--- src/rtl/uart_prog_loader.sv ---
// UART (8N1) program loader: length-prefixed little-endian word stream into the instruction ROM write port.
// Optional trailing 8-bit checksum byte when UART_LOADER_CHECKSUM_EN is defined.
module uart_prog_loader #(
  parameter int CLK_FREQ       = 100000000,
  parameter int BAUD           = 115200,
  parameter int MEM_DEPTH      = 4096,
  parameter int TIMEOUT_CYCLES = 10000000
) (
  input  logic        clk_100MHz,
  input  logic        arst_n,
  input  logic        uart_rx_i,
  output logic        w_ena_o,
  output logic [31:0] w_addr_o,
  output logic [31:0] w_data_o,
  output logic        cpu_rst_n_o,
  output logic        load_busy_o,
  output logic        load_done_o,
  output logic        load_err_o
);

  localparam int CLKS_PER_BIT = CLK_FREQ / BAUD;
  localparam int HALF_M1      = (CLKS_PER_BIT / 2 > 0) ? CLKS_PER_BIT / 2 - 1 : 0;
  localparam int CNT_W        = $clog2(CLKS_PER_BIT + 1);

  localparam logic [1:0] RX_IDLE  = 2'd0;
  localparam logic [1:0] RX_START = 2'd1;
  localparam logic [1:0] RX_DATA  = 2'd2;
  localparam logic [1:0] RX_STOP  = 2'd3;

  localparam logic [2:0] L_LEN  = 3'd0;
  localparam logic [2:0] L_DATA = 3'd1;
`ifdef UART_LOADER_CHECKSUM_EN
  localparam logic [2:0] L_CSUM = 3'd2;
`endif
  localparam logic [2:0] L_DONE = 3'd3;
  localparam logic [2:0] L_ERR  = 3'd4;

  logic             rx_sync_p0, rx_sync_p1, rx_prev_p2;
  logic [1:0]       rx_state;
  logic [CNT_W-1:0] clk_cnt;
  logic [2:0]       bit_cnt;
  logic [7:0]       rx_byte;
  logic             byte_vld, frame_err;

  logic [2:0]       l_state;
  logic [1:0]       byte_cnt;
  logic [23:0]      len_asm, data_asm;
  logic [31:0]      len_q, word_idx, gap_cnt;
  logic             started_q;
  logic [31:0]      len_word, data_word;
  logic             in_load;
`ifdef UART_LOADER_CHECKSUM_EN
  logic [7:0]       csum_q;
`endif

  // Stage 0-2: two-flop synchroniser plus one delayed copy for falling-edge detection
  always_ff @(posedge clk_100MHz) begin
    if (!arst_n) begin
      rx_sync_p0 <= 1'b1;
      rx_sync_p1 <= 1'b1;
      rx_prev_p2 <= 1'b1;
    end else begin
      rx_sync_p0 <= uart_rx_i;
      rx_sync_p1 <= rx_sync_p0;
      rx_prev_p2 <= rx_sync_p1;
    end
  end

  // Bit-level receiver: start bit re-checked at mid-bit, then one sample per bit period
  always_ff @(posedge clk_100MHz) begin
    if (!arst_n) begin
      rx_state  <= RX_IDLE;
      clk_cnt   <= '0;
      bit_cnt   <= '0;
      rx_byte   <= '0;
      byte_vld  <= 1'b0;
      frame_err <= 1'b0;
    end else begin
      byte_vld  <= 1'b0;
      frame_err <= 1'b0;
      case (rx_state)
        RX_IDLE: begin
          clk_cnt <= '0;
          if (rx_prev_p2 && !rx_sync_p1) rx_state <= RX_START;
        end
        RX_START: begin
          if (clk_cnt == CNT_W'(HALF_M1)) begin
            clk_cnt  <= '0;
            bit_cnt  <= '0;
            rx_state <= rx_sync_p1 ? RX_IDLE : RX_DATA;
          end else begin
            clk_cnt <= clk_cnt + 1'b1;
          end
        end
        RX_DATA: begin
          if (clk_cnt == CNT_W'(CLKS_PER_BIT - 1)) begin
            clk_cnt <= '0;
            rx_byte <= {rx_sync_p1, rx_byte[7:1]};
            if (bit_cnt == 3'd7) rx_state <= RX_STOP;
            else                 bit_cnt  <= bit_cnt + 1'b1;
          end else begin
            clk_cnt <= clk_cnt + 1'b1;
          end
        end
        default: begin
          if (clk_cnt == CNT_W'(CLKS_PER_BIT - 1)) begin
            clk_cnt   <= '0;
            rx_state  <= RX_IDLE;
            byte_vld  <= rx_sync_p1;
            frame_err <= !rx_sync_p1;
          end else begin
            clk_cnt <= clk_cnt + 1'b1;
          end
        end
      endcase
    end
  end

  assign len_word  = {rx_byte, len_asm};
  assign data_word = {rx_byte, data_asm};

`ifdef UART_LOADER_CHECKSUM_EN
  assign in_load = (l_state == L_LEN) || (l_state == L_DATA) || (l_state == L_CSUM);
`else
  assign in_load = (l_state == L_LEN) || (l_state == L_DATA);
`endif

  // Load sequencer: length word, data words, optional checksum; the timeout overrides the case
  always_ff @(posedge clk_100MHz) begin
    if (!arst_n) begin
      l_state   <= L_LEN;
      byte_cnt  <= '0;
      len_asm   <= '0;
      data_asm  <= '0;
      len_q     <= '0;
      word_idx  <= '0;
      gap_cnt   <= '0;
      started_q <= 1'b0;
      w_ena_o   <= 1'b0;
      w_addr_o  <= '0;
      w_data_o  <= '0;
`ifdef UART_LOADER_CHECKSUM_EN
      csum_q    <= '0;
`endif
    end else begin
      w_ena_o <= 1'b0;
      if (byte_vld && in_load) started_q <= 1'b1;
      case (l_state)
        L_LEN: begin
          if (frame_err) begin
            l_state <= L_ERR;
          end else if (byte_vld) begin
            len_asm  <= len_word[31:8];
            byte_cnt <= byte_cnt + 1'b1;
            if (byte_cnt == 2'd3) begin
              len_q <= len_word;
              if (len_word == 32'd0)                l_state <= L_DONE;
              else if (len_word > 32'(MEM_DEPTH))   l_state <= L_ERR;
              else                                  l_state <= L_DATA;
            end
          end
        end
        L_DATA: begin
          if (frame_err) begin
            l_state <= L_ERR;
          end else if (byte_vld) begin
            data_asm <= data_word[31:8];
            byte_cnt <= byte_cnt + 1'b1;
`ifdef UART_LOADER_CHECKSUM_EN
            csum_q   <= csum_q + rx_byte;
`endif
            if (byte_cnt == 2'd3) begin
              w_ena_o  <= 1'b1;
              w_addr_o <= word_idx << 2;
              w_data_o <= data_word;
              word_idx <= word_idx + 32'd1;
              if (word_idx == len_q - 32'd1) begin
`ifdef UART_LOADER_CHECKSUM_EN
                l_state <= L_CSUM;
`else
                l_state <= L_DONE;
`endif
              end
            end
          end
        end
`ifdef UART_LOADER_CHECKSUM_EN
        L_CSUM: begin
          if (frame_err)     l_state <= L_ERR;
          else if (byte_vld) l_state <= (rx_byte == csum_q) ? L_DONE : L_ERR;
        end
`endif
        default: ;
      endcase
      if (load_busy_o && !byte_vld) begin
        if (gap_cnt == 32'(TIMEOUT_CYCLES - 1)) l_state <= L_ERR;
        else                                    gap_cnt <= gap_cnt + 32'd1;
      end else begin
        gap_cnt <= '0;
      end
    end
  end

  assign load_busy_o = started_q && in_load;
  assign load_done_o = (l_state == L_DONE);
  assign load_err_o  = (l_state == L_ERR);
  assign cpu_rst_n_o = load_done_o;

endmodule

--- config.mk ---
export PLATFORM = sky130hd
export DESIGN_NAME = uart_prog_loader
export DESIGN_NICKNAME = d
export VERILOG_FILES = /design/src/rtl/uart_prog_loader.sv
export SDC_FILE = /design/constraint.sdc
export NUM_CORES = 1
export LEC_CHECK = 0
export ABC_AREA = 1
export CORE_MARGIN = 2
export CORE_UTILIZATION = 60
export DETAILED_ROUTE_END_ITERATION = 7
export GPL_TIMING_DRIVEN = 0
export HOLD_SLACK_MARGIN = 0.02
export PLACE_DENSITY = 0.86
export SETUP_SLACK_MARGIN = 0.5
export SLEW_MARGIN = 20
export SYNTH_ARGS = -nofsm -noshare
export SYNTH_HDL_FRONTEND = slang
export SYNTH_SLANG_ARGS = --single-unit
--- constraint.sdc ---
create_clock -name clk_100MHz -period 5.2 [get_ports clk_100MHz]
set_input_delay 0.52 -clock clk_100MHz [delete_from_list [all_inputs] [get_ports clk_100MHz]]
set_output_delay 0.52 -clock clk_100MHz [all_outputs]
set_load 0.01 [all_outputs]
==> qor.txt <==
LEAKAGE: 0.00515 uW
CP arrival: 2.98 ns
Worst Max-Slew Pin Slew: 0.786 ns
drt drc: 0
area delta synth->final: 16.6%
clk slew on worst S/H paths: 0.06 ns
DR pass1 iterations: 6
via/cell ratio: 5.71
CP required: 5.64 ns
Pint: 2980 uW
gr ovfl total: 0
Syn. warnings: 0
WS Path Type: register to register
Rows: 49
worst IR drop on VDD: 0.266 mV
R2R depth: 13
die width: 139 um
Max-Cap Viols: 0
run status: complete, no violations
synthesized-area fraction occupied by adder cells: 0.911%
Starting DRT DRC Count: 1005
Clock Skew: 0.0138 ns
Hold Buf Count CTS: 0
PwrDens: 294 nW/um^2
setup bufs post-CTS: 0
maximum fanout along the worst path: 5
clock sink count: 241
reg-to-reg startpoint: len_q[8]
Core Footprint: 18000 um^2
RSZ-0062 raised after global routing: no
post-cts gate resize count: 0
met1 Use GR: 42.3%
post-route setup TNS: 0 ns
Post-Synth Simple-Gate Area: 29.9%
Synth Area per Inst: 7.08 um^2
per-cell routed wire length: 16.4 um
antenna diode count: 0
CP startpoint kind: register
Slew headroom: 47.6%
xor/xnor share of the synthesized area: 3.67%
root buffer cell: clkbuf_16
Max Freq: 394 MHz
Logic pwr share: 1.8%
M3 GR Usage: 4.23%
placed cells: 1849
initial antenna violation count: 0
Util after Layout: 71.3%
post-route ant nets: 0
via count: 10.8k
Final Hold Vio Count: 0
CTS tree: yes
Reg power frac: 49.2%
combinational family with the most area after synthesis: simple AND/OR/NAND/NOR gates
vias in the first global route: 10.0k
Final Max Tran Viols: 0
post-synthesis cell type count: 46
Layout Cells excl Fill: 1893
die area: 19400 um^2
Post-synth ARST share: 0%
r2r setup slk: 2.66 ns
number of buffers created by CTS: 24
H-tree depth: 1
I/O pin cnt: 72
DP Wirelength: 22.7 mm
Post-Syn Area: 11000 um^2
Filler cells: 1460
Gate Count Post-Synth: 1551
worst skew pair latency: 0.52 ns
Synth Area in Compound Gates: 14.6%
Worst Min Path Start: rx_sync_p0
crit path capture type: register
post-synthesis sequential area ratio: 43.9%
Finish-stage setup viols: 0
Tmin final: 2.54 ns
first-pass GRT wire length: 50.1 mm
GPL Wtd Cong: 0.974
routed wire length: 31.1 mm
clock group share of total power: 49.1%
Final Cycle Share: 48.8%
Clock Path Buffers: 3
Starting Density: 61.1%
WHS Endpoint: rx_sync_p1
largest net degree at the start of global routing: 15
most used routing layer in global routing: met2
Min-Delay Path Depth: 1
layout cell share with drive strength beyond 1: 5.17%
port buffer count: 68
net switching power: 790 uW
Synth Register Bits: 241
worst hold path class: register to register
switching fraction of total power: 20.9%
Primary FF master, synth: dfxtp_1
NumNets Final: 1657
Critical R2R Capture: l_state[1]
EDFF count, synth: 0
die height: 139 um
hold slack final: 0.418 ns
post-synthesis mux area share: 0%
GRT Total Usage: 31.4%
met2 usage: 52.4%
## worst max path at each step
stage	depth (start not counted)	startpoint	to
4_1_cts	13	len_q[5]	l_state[1]
3_5_place_dp	13	len_q[5]	l_state[1]
6_report	13	len_q[8]	l_state[1]
3_3_place_gp	13	len_q[8]	l_state[1]
2_1_floorplan	16	gap_cnt[0]	gap_cnt[30]
5_1_grt	13	len_q[8]	l_state[1]
## metal layers
metal	routed length, um	part of all wire [%]
met5	0	0
met4	851	2.7
met1	13300	43
met2	14300	46
met3	2560	8.2
## stage by stage
stage / total power (uW) / setup WS [ns] / cell area (um^2)
6_report: 3770 / 2.66 / 12800
5_1_grt: 3850 / 2.42 / 12800
4_1_cts: 3770 / 2.72 / 12800
3_5_place_dp: 1960 / 2.73 / 12000
3_3_place_gp: 1960 / 2.73 / 12000
2_1_floorplan: 1930 / 3.37 / 11000
## cell type report
class,count,area [um^2],area share (%)
multi-input combinational,1113,5400,42.2
tap,229,287,2.24
inverter,137,519,4.06
timing repair buffer,68,681,5.32
clock inverter,9,128,0.997
sequential,241,4820,37.7
buffer,61,243,1.90
clock buffer,35,723,5.65
## flip-flops by register name, indices dropped and copies added, names as in the netlist
name / cells
byte_cnt: 2
frame_err: 1
started_q: 1
w_ena_o: 1
byte_vld: 1
w_data_o: 32
gap_cnt: 32
w_addr_o: 30
rx_byte: 8
word_idx: 32
l_state: 3
rx_state: 2
data_asm: 24
rx_sync_p1: 1
clk_cnt: 10
bit_cnt: 3
len_q: 32
len_asm: 24
rx_prev_p2: 1
rx_sync_p0: 1
## synthesized netlist by cell type, drive strengths merged (2+ instances only)
cell / n / share of area (%)
nand2: 312 / 11
dfxtp: 241 / 44
nor2: 241 / 8.7
o21ai: 150 / 6.8
a21oi: 149 / 6.8
inv: 133 / 4.5
nand3: 86 / 4.4
clkbuf: 52 / 1.8
nor3: 46 / 2.3
xor2: 39 / 3.1
nand4: 31 / 2.0
nor4: 15 / 1.0
buf: 9 / 0.43
or2: 9 / 0.51
ha: 8 / 0.91
xnor2: 7 / 0.56
clkinv: 4 / 0.18
o21a: 4 / 0.27
a211oi: 2 / 0.14
a31oi: 2 / 0.11
nand3b: 2 / 0.14
o22ai: 2 / 0.11
## cells in the final DEF, fill, tap and decap left out, types with 3 or more instances in the layout
cell             count
buf_1                4
xor2_1              39
inv_1              131
clkbuf_16           25
clkinv_2             4
nor4_1              13
o21a_1               4
nor2_2               6
nor3_1              43
nand3_2              5
ha_1                 8
clkbuf_8             6
nor2_1             230
o21ai_1              3
buf_4                3
dfxtp_1            241
nor2_4               5
nand4_1             29
nand3_1             79
clkbuf_1            56
nand2_1            309
xnor2_1              7
or2_2                9
o21ai_0            147
clkinv_1             3
a21oi_1            149
clkdlybuf4s50_1     68
bufinv_16            3
## cells by family (layout without fill, tap and decap cells)
family | count (synthesis) | after routing
simple gates | 744 | 744
fa+ha+maj | 8 | 8
compound gates | 313 | 313
buf+inv | 198 | 310
other cells | 1 | 2
xor+xnor | 46 | 46
flops | 241 | 241
## power groups by stage
stage | clock (uW) | sequential (uW) | combinational (uW)
2_1_floorplan | 0 | 1890 | 41.0
3_3_place_gp | 0 | 1890 | 62.2
3_5_place_dp | 0 | 1890 | 63.0
4_1_cts | 1850 | 1850 | 64.2
5_1_grt | 1920 | 1850 | 71.9
6_report | 1850 | 1850 | 66.0
## critical path: stages, from the launching register on
cell,delay [ns]
dfxtp_1,0.36
nor2_1,0.23
nand2_1,0.11
nor2_1,0.24
nand2_1,0.22
o21ai_0,0.36
nand2_1,0.09
nand2_1,0.07
nand2_1,0.04
nor2_1,0.14
nand2_1,0.07
nor2_1,0.25
nand3_1,0.14
a21oi_1,0.14
Power figures use the tool's default switching activity.
==> variant 1, RTL diff (config.mk and constraints unchanged) <==
Register the output `w_data_o` once more, cleared by the reset; this adds one clock of latency there. The other outputs are not delayed to match.
--- a/src/rtl/uart_prog_loader.sv
+++ b/src/rtl/uart_prog_loader.sv
@@ -35,6 +35,8 @@
   localparam logic [2:0] L_DONE = 3'd3;
   localparam logic [2:0] L_ERR  = 3'd4;
 
+  logic [31:0] w_data_s0;
+
   logic             rx_sync_p0, rx_sync_p1, rx_prev_p2;
   logic [1:0]       rx_state;
   logic [CNT_W-1:0] clk_cnt;
@@ -138,7 +140,7 @@
       started_q <= 1'b0;
       w_ena_o   <= 1'b0;
       w_addr_o  <= '0;
-      w_data_o  <= '0;
+      w_data_s0 <= '0;
 `ifdef UART_LOADER_CHECKSUM_EN
       csum_q    <= '0;
 `endif
@@ -172,7 +174,7 @@
             if (byte_cnt == 2'd3) begin
               w_ena_o  <= 1'b1;
               w_addr_o <= word_idx << 2;
-              w_data_o <= data_word;
+              w_data_s0 <= data_word;
               word_idx <= word_idx + 32'd1;
               if (word_idx == len_q - 32'd1) begin
 `ifdef UART_LOADER_CHECKSUM_EN
@@ -206,5 +208,13 @@
   assign load_err_o  = (l_state == L_ERR);
   assign cpu_rst_n_o = load_done_o;
 
+  always_ff @(posedge clk_100MHz) begin
+    if (!arst_n) begin
+      w_data_o <= '0;
+    end else begin
+      w_data_o <= w_data_s0;
+    end
+  end
+
 endmodule
 
Behaviour: same outputs for any inputs over 4 cycles, from zero or initial values and one cycle with arst_n low; that may be too few to reach the edited logic, so the function may still have changed.
==> variant 1 against the original RTL <==
  * Final area up 5.3%
  * Non-clock buffer count decreased by 2
  * Sequential cell count up 32
  * Count of clock-buffer cells in the layout grew 4
  * Maximum frequency about the same
  * Total power up 16%
  * Setup slack about the same
  * Area after synthesis is 4.5% higher
  * Sequential share of layout area increased by 2.8 points
  * Critical path depth grew 1
  * Routed wire length fell by 3.7%
  * Critical path type unchanged
==> variant 1: results <==
export IMPL_p_leak_nw=5.409
export IMPL_post_dp_cell_area_um2=12450
export IMPL_crit_fanout=4
export IMPL_dp_hpwl_mm=21.39
export IMPL_synth_area_top_cells="dfxtp_1 48%, nand2_1 8.8%, a21oi_1 6.7%"
export IMPL_grt_pass1_wl_mm=48.51
export IMPL_clock_skew_ns=0.008288
export IMPL_slew_headroom_pct=40.00
export IMPL_cts_inserted_buffers=28
export IMPL_r2r_cells=14
export IMPL_fin_cells=1903
export IMPL_viasPerCell=5.648
export IMPL_p_seq_mw=2.10
export IMPL_synth_common_cells="273 x dfxtp_1, 270 x nand2_1, 203 x nor2_1"
export IMPL_power_frac_comb_pct=1.6
export IMPL_worst_slack_ns=2.661
export IMPL_cp_startpoint="gap_cnt[0]$_SDFFE_PN0N_"
export IMPL_fillers=1478
export IMPL_first_pass_iters=5
export IMPL_grt_max_degree=16
export IMPL_grt_usage_pct=29.63
export IMPL_arrival_ns=2.94
export IMPL_clock_latency_ns=0.55
export IMPL_drive_above_1_share_pct=5.752
export IMPL_status="completed"
export IMPL_crit_path_end="gap_cnt[28]$_SDFFE_PN0N_"
export IMPL_power_internal_mw=3.457
export IMPL_layout_nets=1658
export IMPL_routabilityCongestion=0.9220
export IMPL_routed_wirelength_mm=29.91
[variant 1: area by class of cell]
| class | count | area [um2] | area share, % |
|---|---|---|---|
| plain buffers | 59 | 237.7 | 1.763 |
| clock buffers | 39 | 812.0 | 6.022 |
| flip-flops and latches | 273 | 5465 | 40.53 |
| well taps | 234 | 292.8 | 2.171 |
| multi-input cells | 1045 | 5126 | 38.01 |
| inverters | 172 | 645.6 | 4.788 |
| repair buffers | 68 | 680.7 | 5.047 |
| clock inverters | 13 | 225.2 | 1.670 |
[variant 1: routing by layer]
metal  share of wire [%]  track usage, %  vias to the layer above
met5                   0               0                        -
met4                 2.9           9.632                        0
met3                 7.7           4.845                       73
met2                  47           50.19                      419
met1                  42           38.79                     5014
li1                    -               -                     5243
[variant 1: worst min-delay path by stage]
stage	startpoint	to	slack, ns	cells after the start
2_1_floorplan	rx_sync_p0$_SDFF_PN1_	rx_sync_p1$_SDFF_PN1_	0.39	1
3_3_place_gp	rx_sync_p0$_SDFF_PN1_	rx_sync_p1$_SDFF_PN1_	0.40	1
3_5_place_dp	rx_sync_p0$_SDFF_PN1_	rx_sync_p1$_SDFF_PN1_	0.40	1
4_1_cts	rx_sync_p0$_SDFF_PN1_	rx_sync_p1$_SDFF_PN1_	0.41	1
5_1_grt	rx_sync_p0$_SDFF_PN1_	rx_sync_p1$_SDFF_PN1_	0.44	1
6_report	rx_sync_p0$_SDFF_PN1_	rx_sync_p1$_SDFF_PN1_	0.41	1
[variant 1: kinds of logic after synthesis]
group           after synthesis  share of synthesized area, %
compound gates              330                         14.84
xor+xnor                     46                         3.632
flops                       273                         47.64
fa+ha+maj                     8                        0.8726
simple gates                659                         25.27
buf+inv                     231                         7.701
other cells                   1                       0.03269
==> variant 2, RTL diff (same flow settings) <==
Without the edit above. The parameter `CLK_FREQ` goes from 100000000 to 400000000.
--- a/src/rtl/uart_prog_loader.sv
+++ b/src/rtl/uart_prog_loader.sv
@@ -1,7 +1,7 @@
 // UART (8N1) program loader: length-prefixed little-endian word stream into the instruction ROM write port.
 // Optional trailing 8-bit checksum byte when UART_LOADER_CHECKSUM_EN is defined.
 module uart_prog_loader #(
-  parameter int CLK_FREQ       = 100000000,
+  parameter int CLK_FREQ       = 400000000,
   parameter int BAUD           = 115200,
   parameter int MEM_DEPTH      = 4096,
   parameter int TIMEOUT_CYCLES = 10000000
Check against the original RTL: no difference found for any inputs over 4 cycles, from zero or initial values and one cycle with arst_n low; that may be too few to reach the edited logic, so the function may still have changed.
==> variant 2 against the original RTL <==
  * Non-clock buffer count is the same
  * Final area grew 1.9%
  * Sequential cell count rose by 2
  * Area after synthesis grew 0.84%
  * Critical path depth is 9 lower
  * First-iteration DRC count fell by 25%
  * Count of clock-buffer cells in the layout unchanged
  * Setup slack better by 0.10 ns
  * Hold slack better by 0.0083 ns
  * Total power increased by 8.7%
  * Routed wire length down 2.5%
  * Final cell count is 1.5% higher
  * Largest cell class unchanged
==> variant 2: results <==
export IMPL_dp_slack_ns=2.673
export IMPL_grt_util_met3_pct=4.061
export IMPL_synth_fa_ha_area_share_pct=0.7909
export IMPL_routabilityCongestion=0.9991
export IMPL_status="completed"
export IMPL_drt_initial_drc_count=755
export IMPL_placedCellCount=1874
export IMPL_reg2reg_from="len_q[0]$_SDFFE_PN0P_"
export IMPL_crit_family="buffers and inverters"
export IMPL_seq_area_um2=4865
export IMPL_routed_wirelength_mm=30.28
export IMPL_arrival_ns=1.92
export IMPL_grtUsageMet1_pct=40.65
export IMPL_synth_compound_area_share_pct=14.41
export IMPL_first_pass_iters=5
export IMPL_clock_skew_ns=0.01002
export IMPL_wl_met2_mm=13.96
export IMPL_port_buffer_count=69
export IMPL_grt_pass1_vias=10020
export IMPL_vdd_drop_max_mv=0.4707
export IMPL_grt_pass1_wl_mm=48.95
export IMPL_cp_startpoint="l_state[2]$_SDFF_PN0_"
export IMPL_post_dp_cell_area_um2=12060
export IMPL_layout_nets=1683
export IMPL_viasPerCell=5.616
==> variant 2: cell count changes after synthesis, moves of 5 or more <==
cell,change
nand2_1,+5
nor2_1,+5
inv_1,+17
a21oi_1,-7
nor2_2,+5
nor4_1,-7
nand2_2,+7
==> variant 2: where the power goes <==
part	switching (mW)	internal [mW]
sequential	0.00985	1.87
combinational	0.0903	0.0346
clock	0.780	1.31
total	0.881	3.22
==> variant 2: final timing paths <==
check,to,slack [ns],cells past startpoint
worst max register to register,l_state[1]$_SDFF_PN0_,2.80,14
worst min-delay path,rx_sync_p1$_SDFF_PN1_,0.43,1
worst min register to register,rx_sync_p1$_SDFF_PN1_,0.43,1
worst max-delay path,load_busy_o,2.76,4
==> variant 2: final cells by class <==
type | count | area share [%]
clock buffer | 35 | 5.709
tap | 229 | 2.197
clock inverter | 13 | 1.852
multi-input combinational | 1118 | 41.26
timing repair buffer | 69 | 5.296
sequential | 243 | 37.30
inverter | 155 | 4.461
buffer | 60 | 1.919
